File: config.mk
export PLATFORM = sky130hd
export DESIGN_NAME = imem_loader
export DESIGN_NICKNAME = d
export VERILOG_FILES = /design/src/rtl/imem_loader.sv
export SDC_FILE = /design/constraint.sdc
export NUM_CORES = 1
export LEC_CHECK = 0
export ABC_AREA = 0
export CORE_ASPECT_RATIO = 1.2
export CORE_MARGIN = 3
export CORE_UTILIZATION = 41
export DETAILED_ROUTE_END_ITERATION = 8
export PLACE_DENSITY_LB_ADDON = 0.08
export SYNTH_ARGS = -nofsm -noshare
export SYNTH_HDL_FRONTEND = slang
export SYNTH_SLANG_ARGS = --single-unit
File: constraint.sdc
create_clock -name CLK -period 4.95 [get_ports CLK]
set_input_delay 0.495 -clock CLK [delete_from_list [all_inputs] [get_ports CLK]]
set_output_delay 0.495 -clock CLK [all_outputs]
set_load 0.01 [all_outputs]
File: src/rtl/imem_loader.sv
// Byte-serial instruction-memory loader: framed stream (length, payload, XOR
// checksum) written to imem; keeps the CPU in reset until a good frame lands.
module imem_loader #(
  parameter int ADDR_WIDTH = 10,
  parameter int BASE_ADDR  = 0
) (
  input  logic                  CLK,
  input  logic                  RESET,
  input  logic                  START,
  input  logic [7:0]            RxData,
  input  logic                  RxValid,
  output logic                  RxReady,
  output logic                  MemWE,
  output logic [ADDR_WIDTH-1:0] MemAddr,
  output logic [7:0]            MemData,
  output logic                  CPU_RESET,
  output logic                  Done,
  output logic                  Error,
  output logic [15:0]           ByteCount
);

  typedef enum logic [2:0] {
    S_IDLE,
    S_LEN_HI,
    S_LEN_LO,
    S_DATA,
    S_CHECK,
    S_DONE,
    S_ERROR
  } state_t;

  // Largest payload that still fits above BASE_ADDR.
  localparam logic [16:0] LIMIT =
    17'((1 << ADDR_WIDTH) - BASE_ADDR);
  localparam logic [ADDR_WIDTH-1:0] BASE =
    ADDR_WIDTH'(BASE_ADDR);

  state_t                state_q, state_d;
  logic [15:0]           len_q, len_d;
  logic [15:0]           idx_q, idx_d;
  logic [7:0]            chk_q, chk_d;
  logic                  rdy_q, rdy_d;
  logic                  we_q, we_d;
  logic [ADDR_WIDTH-1:0] addr_q, addr_d;
  logic [7:0]            data_q, data_d;
  logic                  cpu_rst_q, cpu_rst_d;
  logic                  done_q, done_d;
  logic                  err_q, err_d;
  logic [15:0]           cnt_q, cnt_d;

  logic                  acc;
  logic [15:0]           len_full;

  always_comb begin
    state_d  = state_q;
    len_d    = len_q;
    idx_d    = idx_q;
    chk_d    = chk_q;
    we_d     = 1'b0;
    addr_d   = addr_q;
    data_d   = data_q;
    cnt_d    = cnt_q;
    acc      = RxValid && rdy_q;
    len_full = {len_q[15:8], RxData};

    unique case (state_q)
      S_IDLE: begin
        if (START) state_d = S_LEN_HI;
      end
      S_LEN_HI: begin
        if (acc) begin
          len_d[15:8] = RxData;
          state_d     = S_LEN_LO;
        end
      end
      S_LEN_LO: begin
        if (acc) begin
          len_d = len_full;
          idx_d = '0;
          chk_d = '0;
          if (len_full[1:0] != 2'b00 ||
              {1'b0, len_full} > LIMIT)
            state_d = S_ERROR;
          else if (len_full == 16'd0)
            state_d = S_CHECK;
          else
            state_d = S_DATA;
        end
      end
      S_DATA: begin
        if (acc) begin
          we_d   = 1'b1;
          addr_d = BASE + idx_q[ADDR_WIDTH-1:0];
          data_d = RxData;
          chk_d  = chk_q ^ RxData;
          idx_d  = idx_q + 16'd1;
          cnt_d  = idx_q + 16'd1;
          if (idx_q == len_q - 16'd1)
            state_d = S_CHECK;
        end
      end
      S_CHECK: begin
        if (acc)
          state_d = (RxData == chk_q) ? S_DONE
                                      : S_ERROR;
      end
      S_DONE, S_ERROR: begin
        if (START) state_d = S_LEN_HI;
      end
      default: state_d = S_IDLE;
    endcase

    if (START && (state_q == S_IDLE ||
                  state_q == S_DONE ||
                  state_q == S_ERROR))
      cnt_d = '0;

    rdy_d = (state_d == S_LEN_HI) ||
            (state_d == S_LEN_LO) ||
            (state_d == S_DATA)   ||
            (state_d == S_CHECK);
    // Status flags follow the state one cycle later; START drops them at once.
    done_d    = (state_q == S_DONE) && !START;
    err_d     = (state_q == S_ERROR) && !START;
    cpu_rst_d = !done_d;
  end

  always_ff @(posedge CLK) begin
    if (RESET) begin
      state_q   <= S_IDLE;
      len_q     <= '0;
      idx_q     <= '0;
      chk_q     <= '0;
      rdy_q     <= 1'b0;
      we_q      <= 1'b0;
      addr_q    <= '0;
      data_q    <= '0;
      cpu_rst_q <= 1'b1;
      done_q    <= 1'b0;
      err_q     <= 1'b0;
      cnt_q     <= '0;
    end else begin
      state_q   <= state_d;
      len_q     <= len_d;
      idx_q     <= idx_d;
      chk_q     <= chk_d;
      rdy_q     <= rdy_d;
      we_q      <= we_d;
      addr_q    <= addr_d;
      data_q    <= data_d;
      cpu_rst_q <= cpu_rst_d;
      done_q    <= done_d;
      err_q     <= err_d;
      cnt_q     <= cnt_d;
    end
  end

  assign RxReady   = rdy_q;
  assign MemWE     = we_q;
  assign MemAddr   = addr_q;
  assign MemData   = data_q;
  assign CPU_RESET = cpu_rst_q;
  assign Done      = done_q;
  assign Error     = err_q;
  assign ByteCount = cnt_q;

endmodule

# Yosys cells after proc, flatten, opt, wreduce, memory -nomap -nowiden
# Cells that the tools add are included.
[word_totals]
regBits = 82
output_inout_bits = 39
word_cells = 75
[classes]
addsub = 2
n_lt_le_gt_ge = 1
eq_ne = 14
muxes = 19
bitwise = 3
reduce_logical = 23
[op_table]
columns = ["operator", "n"]
rows = [
  ["$mux 16", 2],
  ["$pmux 16 s2", 1],
  ["$pmux 8 s2", 2],
  ["$mux 3", 8],
  ["$mux 8", 3],
  ["$add 16x1->16 const B", 1],
  ["$eq 16x16->1", 1],
  ["$gt 16x11->1 const B", 1],
  ["$logic_not 16->1", 1],
  ["$sub 16x1->16 const B", 1],
  ["$pmux 3 s5", 1],
  ["$eq 3x2->1 const B", 4],
  ["$eq 3x3->1 const B", 4],
  ["$eq 8x8->1", 1],
  ["$xor 8x8->8", 1],
  ["$eq 3x1->1 const B", 2],
  ["$logic_or 1x1->1", 6],
  ["$reduce_and 3->1", 2],
  ["$logic_and 1x1->1", 4],
  ["$ne 2x2->1 const B", 2],
  ["$reduce_and 2->1", 2],
  ["$reduce_bool 2->1", 2],
  ["$reduce_or 2->1", 2],
  ["$logic_not 3->1", 1],
  ["5 further kinds", 7],
]

# Depth between registers and ports, before layout
# Gate-level depths: netlist of the first run.
[logic_depth]
depth_word = 9
ltp_mapped = 9

# Worst setup path before layout of the first run
# Ideal clock, no wire load.
[synth_path]
path_type = "register to register"
start = "register idx_q[0]"
end = "register idx_q[14]"
arrival_ps = 2024
slack_ps = 2799
stages_incl_launch_ff = 9
n_path_buf = 0
period_less_slack_ps = 2151
cell_sequence = "dfxtp_1 ha_1 nand3_1 or3_1 nor2_1 nand3_1 a21o_1 a21oi_1 nor2_1"
[synth_between]
elab_chain_cells = 3
[synth_rtl]
columns = ["element", "line", "text"]
rows = [
  ["start, declared", "40", "logic [15:0] idx_q, idx_d;"],
  ["start signal, assigned", "145", "idx_q <= idx_d;"],
  ["$add 16x1->16", "96", "idx_d = idx_q + 16'd1;"],
  ["$mux 16", "91", "if (acc) begin"],
  ["$pmux 16 s2", "66", "unique case (state_q)"],
]
# Every way passes these cells. The select of a mux whose other input is x is not followed.
# A chain may end at the register's enable or synchronous reset.

# Worst setup path in the final report of the first run
[layout_path]
start = "register state_q[0]"
end = "register cnt_q[7] (netlist: ByteCount[7])"
[layout_between]
elab_chain_cells = 5
[layout_rtl]
columns = ["element", "line", "text"]
rows = [
  ["start, declared", "38", "state_t state_q, state_d;"],
  ["start signal, assigned", "143", "state_q <= state_d;"],
  ["$eq 3x3->1 / $logic_not 3->1 (equally long branches)", "114, 113", ""],
  ["$logic_or 1x1->1", "113", "if (START && (state_q == S_IDLE ||"],
  ["$logic_or 1x1->1", "114", "state_q == S_DONE ||"],
  ["$logic_and 1x1->1", "113", ""],
  ["$reduce_or 2->1 (no line)", "-", ""],
  ["end signal, assigned", "154", "cnt_q <= cnt_d;"],
  ["end, declared", "49", "logic [15:0] cnt_q, cnt_d;"],
]
# Several ways; a longest one is shown, not always the timed one.

==> impl_metrics.toml, run 1 <==
[hold_path]
holdPathStages = 2
hp-class = "flop to flop"
min_to = "MemAddr[3]"
worstHoldStart = "MemAddr[3]"

[layout]
fillers = 948
instances_no_fill = 676
nets = 562
syn2layout_area_growth_pct = 20.77
multi_input_area_sq_mm = 0.002257
diodes = 0
ff_latch_area_sq_mm = 0.001642
drive_above_1_share = 0.06148

[sta]
hold_viol_final = 0
tns_ns = 0
clock.fmax_mhz = 327.3
period_share = 0.6173
relSlewSlack = 0.4256
fin_skew_ns = 0.005288
slew_violations = 0
rsz0062_at_grt = "no"
whs_ns = 0.4523
tightest_slew_ns = 0.8570
period_needed_ns = 3.056
setup_violations = 0

[pwr]
p_leak_nw = 1.655
ir_worst_vdd_v = 0.0001593
powerDensity_mw_per_mm2 = 294.7

[clock_network]
cts_num_sinks = 82
htree_levels = 3
cts_buffers = 9
cts_root_buf = "clkbuf_16"
cts.reportedPaths.clkPinSlew_ns = 0.06
insertion_delay_ns = 0.34
postCtsSetupRepairBufs = 0
cts_tree = "yes"
cts_resized = 0
cts_buffer_depth = 2
hold_buffers = 0

[setup_path]
worstRegToRegCells = 5
r2r-end = "ByteCount[7]"
startpoint_type = "flop"
max_stage_delay_ns = 0.82
cp.arrival_ns = 3.30
regToRegStartpoint = "state_q[0]"
critPathSlowestCell = "dfxtp_1"
worstSetupEndpointType = "flop"
regToRegSetupSlack_ns = 1.89
crit_type = "flop to flop"
path_max_fanout = 29
cp.required_ns = 5.19
crit_chain = "clkinv_1 -> nor2_4 -> buf_4 -> nor2_1 -> a211oi_1"

[yosys]
yosys_register_bits = 82
synthXorXnorAreaFrac = 0.08820
synthCells = 519
synth_top_cell_by_area = "dfxtp_1"
seq_area_frac_synth = 0.4032
synth-main-ff-cell = "dfxtp_1"
synthMuxAreaShare = 0.01967
yosysMostFrequentCell = "dfxtp_1"
ys_warn_count = 0
syn-cell-area_sq_mm = 0.004071
synth.top_cells.by_count = "dfxtp_1, nand2_1, nor2_1"
ys_async_sr_fraction = 0
synth_top_family_by_area = "simple AND/OR/NAND/NOR gates"
synth-edff-count = 0
yosys.area_share.adder = 0.006146
synth_simple_gate_area_frac = 0.2717
synth_cell_types = 47
synthTopCellsByArea = "dfxtp_1, nand2_1, a21oi_1"
synth_compound_area_frac = 0.1669
synth_top_area_share = 0.4032
syn_nets = 533
syn_avg_cell_area_sq_um = 7.845

[floorplanning]
row_count = 39
start_util = 0.4235
die_area_sq_mm = 0.01117
io_pins = 51
die_y_um = 115.2
coreArea_sq_mm = 0.009613
die_w_um = 96.97

[route]
post-route-drc-count = 0
vias = 3634
viasPerCell = 5.376
ant_nets = 0
drt_wl_total_um = 10120
drt-initial-drc-count = 110
wl_per_cell_um = 14.97
dr.pass1.iters = 4

[flow_run]
maxCapViolCount = 0

[place]
place_hpwl_um = 7139
io_buffers = 50
placedCellCount = 660
gp_congestion = 0.8412

[grt]
antenna_found_initial = 0
grt_start_max_net_pins = 68
grt_overflow = 0
grt_pass1_wl_um = 16870
grt_usage = 0.1858
grt_pass1_vias = 3486

[outcome]
outcome = "finished clean"
==> critical path, delay by kind of cell (launching register included) <==
family / cells / cell delay, ns
AND/OR/NAND/NOR: 2 / 0.79
flip-flops: 1 / 0.82
AO/OA/AOI/OAI: 1 / 0.22
buffers and inverters: 2 / 1.11
==> through the flow <==
| stage | setup WS [ns] | total power [mW] | util | area (sq um) |
|---|---|---|---|---|
| finish | 1.894 | 1.449 | 0.5115 | 4917 |
| global route | 1.597 | 1.506 | 0.5115 | 4917 |
| CTS | 1.915 | 1.469 | 0.5115 | 4917 |
| detailed placement | 1.739 | 0.7829 | 0.4798 | 4612 |
| global placement | 1.838 | 0.7812 | 0.4798 | 4612 |
| floorplan | 2.799 | 0.7468 | - | 4071 |
==> registers in the layout (all words and copies together) (netlist names) <==
register	count
CPU_RESET	1
Error	1
chk_q	8
Done	1
state_q	3
idx_q	16
MemWE	1
MemData	8
RxReady	1
MemAddr	10
ByteCount	16
len_q	16
==> cells by family (layout without fill, tap and decap cells) <==
family | Yosys count | count (layout)
compound gates | 114 | 114
flops | 82 | 82
xor+xnor | 41 | 41
buf+inv | 45 | 79
simple gates | 227 | 227
mux | 8 | 8
fa+ha+maj | 2 | 2
==> worst max path at each step <==
| stage | start | to | slack, ns | depth (start not counted) |
|---|---|---|---|---|
| 2_1_floorplan | idx_q[0] | idx_q[14] | 2.80 | 8 |
| 3_3_place_gp | RxValid | RxReady | 1.84 | 8 |
| 3_5_place_dp | RxValid | RxReady | 1.74 | 8 |
| 4_1_cts | state_q[0] | ByteCount[7] | 1.92 | 5 |
| 5_1_grt | state_q[0] | ByteCount[7] | 1.60 | 5 |
| 6_report | state_q[0] | ByteCount[7] | 1.89 | 5 |
==> report_power, final <==
| group | leakage (nW) | total (mW) | switching, mW | internal (mW) |
|---|---|---|---|---|
| combinational | 0.852 | 0.0921 | 0.0566 | 0.0355 |
| clock | 0.142 | 0.681 | 0.273 | 0.407 |
| sequential | 0.661 | 0.676 | 0.0117 | 0.665 |
==> cell usage in the layout (no fill, tap or decap), types with 2 or more instances in the layout <==
cell type	Yosys	layout
dfxtp_1	82	82
nand2_1	81	81
nor2_1	64	63
clkdlybuf4s50_1	0	49
a21oi_1	48	48
o21ai_0	24	24
xor2_1	21	21
xnor2_1	20	20
nor3_1	16	16
nor2b_1	14	14
a211oi_1	14	14
nand3_1	13	13
clkbuf_16	0	9
inv_1	8	8
a21o_1	8	8
mux2i_1	8	8
a22oi_1	7	7
or3_1	6	6
nor4_1	5	5
nand2b_1	4	4
buf_4	0	4
nand3b_1	3	3
nor4_2	3	3
o211ai_1	3	3
a31oi_1	3	3
nand4_1	3	3
and3_1	2	2
or2_2	2	2
nor4b_1	2	2
o31ai_1	2	2
ha_1	2	2
clkinvlp_4	0	2
==> per-layer routing <==
| layer | GRT usage | wire, um | vias up |
|---|---|---|---|
| met1 | 0.2148 | 4413 | 1705 |
| met2 | 0.3255 | 5062 | 65 |
| met3 | 0.04005 | 319 | 26 |
| met5 | 0 | 0 | - |
| met4 | 0.09457 | 323 | 0 |
| li1 | - | - | 1838 |
==> final cells by class <==
class,count,share of cell area
Timing Repair Buffer,54,0.1069
Inverter,9,0.006870
Clock inverter,5,0.01272
Sequential cell,82,0.3338
Clock buffer,11,0.04936
Multi-Input combinational cell,392,0.4590
Tap cell,123,0.03130
(Power assumes the default switching activity.)
==> run 2: changes to the inputs <==
clock period = 2.63 ns   (was 4.95 ns; I/O delays follow)
==> impl_metrics.toml, run 2 (same netlist as run 1, synthesis figures left out) <==
[grt]
grt_overflow = 0
grt_start_max_net_pins = 41
grt_usage = 0.1909
antenna_found_initial = 0
grt_pass1_wl_um = 17060
grt_pass1_vias = 3502

[layout]
drive_above_1_share = 0.09091
layout_common_cells = "dfxtp_1, nand2_1, nor2_1"
final_area_sq_mm = 0.005115
syn2layout_area_growth_pct = 25.63
nets = 581
diodes = 0
mostFrequentLayoutCell = "dfxtp_1"

[place]
io_buffers = 50
place_hpwl_um = 7692
gp_congestion = 0.8870
dp_slack_ns = 0.1638
placed_cell_area_sq_mm = 0.004780

[setup_path]
path_max_fanout = 6
cp.arrival_ns = 2.47
worstSetupEndpointType = "flop"
cp.required_ns = 2.83
crit_type = "flop to flop"
startpoint_type = "flop"

[flow_run]
maxCapViolCount = 0

[route]
vias = 3680
drt_wl_total_um = 10370
viasPerCell = 5.295
wl_per_cell_um = 14.92
dr.pass1.iters = 4
drt-initial-drc-count = 116
ant_nets = 0
post-route-drc-count = 0

[clock_network]
insertion_delay_ns = 0.33
cts_root_buf = "clkbuf_16"
cts_num_sinks = 82
hold_buffers = 0
cts_buffers = 9
cts_resized = 0
postCtsSetupRepairBufs = 0
cts_buffer_depth = 2
cts_tree = "yes"
cts.reportedPaths.clkPinSlew_ns = 0.06
htree_levels = 3

[sta]
period_share = 0.8649
rsz0062_at_grt = "no"
setup_violations = 0
tightest_slew_ns = 0.6023
relSlewSlack = 0.5985
fin_skew_ns = 0.002968
slew_violations = 0
period_needed_ns = 2.275
tns_ns = 0
clock.fmax_mhz = 439.6
setup_ws_ns = 0.3552
hold_viol_final = 0

[floorplanning]
die_area_sq_mm = 0.01117
die_y_um = 115.2
row_count = 39
coreArea_sq_mm = 0.009613
die_w_um = 96.97
start_util = 0.4235
io_pins = 51

[outcome]
outcome = "finished clean"

[pwr]
p_leak_nw = 1.776
powerDensity_mw_per_mm2 = 561.6
ir_worst_vdd_v = 0.0003205

[hold_path]
hp-class = "input pin to flop"
run 2: path summary, 6_finish.rpt:
path                            startpoint    endpoint  slack, ns  cells past startpoint
worst min-delay path                 RESET   idx_q[13]       0.43                      2
worst max-delay path              idx_q[0]   idx_q[12]       0.36                      8
worst max register to register    idx_q[0]   idx_q[12]       0.36                      8
worst min register to register  MemAddr[1]  MemAddr[1]       0.45                      2
run 2: critical path, stage by stage (launching register included):
cell     delay, ns
dfxtp_1       0.46
ha_1          0.27
nand3_1       0.12
or3_1         0.47
nor2_1        0.24
nand3_1       0.17
a21o_1        0.21
a21oi_1       0.13
nor2_1        0.05
run 2: metal layers:
| metal | GRT usage | up-vias | routed length, um |
|---|---|---|---|
| met1 | 0.2216 | 1708 | 4472 |
| met2 | 0.3416 | 73 | 5269 |
| met5 | 0 | - | 0 |
| li1 | - | 1884 | - |
| met3 | 0.03823 | 15 | 353 |
| met4 | 0.08521 | 0 | 272 |
run 2: area by class of cell:
class                      count  area, sq um
fill                         948         4498
multi-input combinational    392         2257
sequential                    82         1642
timing repair buffer          73        693.2
clock buffer                  11        232.7
tap                          123        153.9
clock inverter                 5        102.6
inverter                       9        33.78
run 2: report_power, final:
part | total (mW) | internal [mW] | switching (mW)
logic | 0.198 | 0.0769 | 0.122
clock network | 1.41 | 0.926 | 0.485
registers | 1.26 | 1.25 | 0.0123
run 2: through the flow:
step | cells | hold slack [ns] | util | power, mW
2_1_floorplan | 519 | 0.3990 | - | 1.406
3_3_place_gp | 679 | 0.4440 | 0.4972 | 1.486
3_5_place_dp | 679 | 0.4485 | 0.4972 | 1.488
4_1_cts | 695 | 0.4200 | 0.5321 | 2.904
5_1_grt | 695 | 0.4523 | 0.5321 | 2.985
6_report | 695 | 0.4256 | 0.5321 | 2.873
==> run 3: changes to the inputs <==
ABC_AREA = not set   (was 0)
==> results of run 3 <==
Final layout, timing and power as in run 2 (identical DEF).
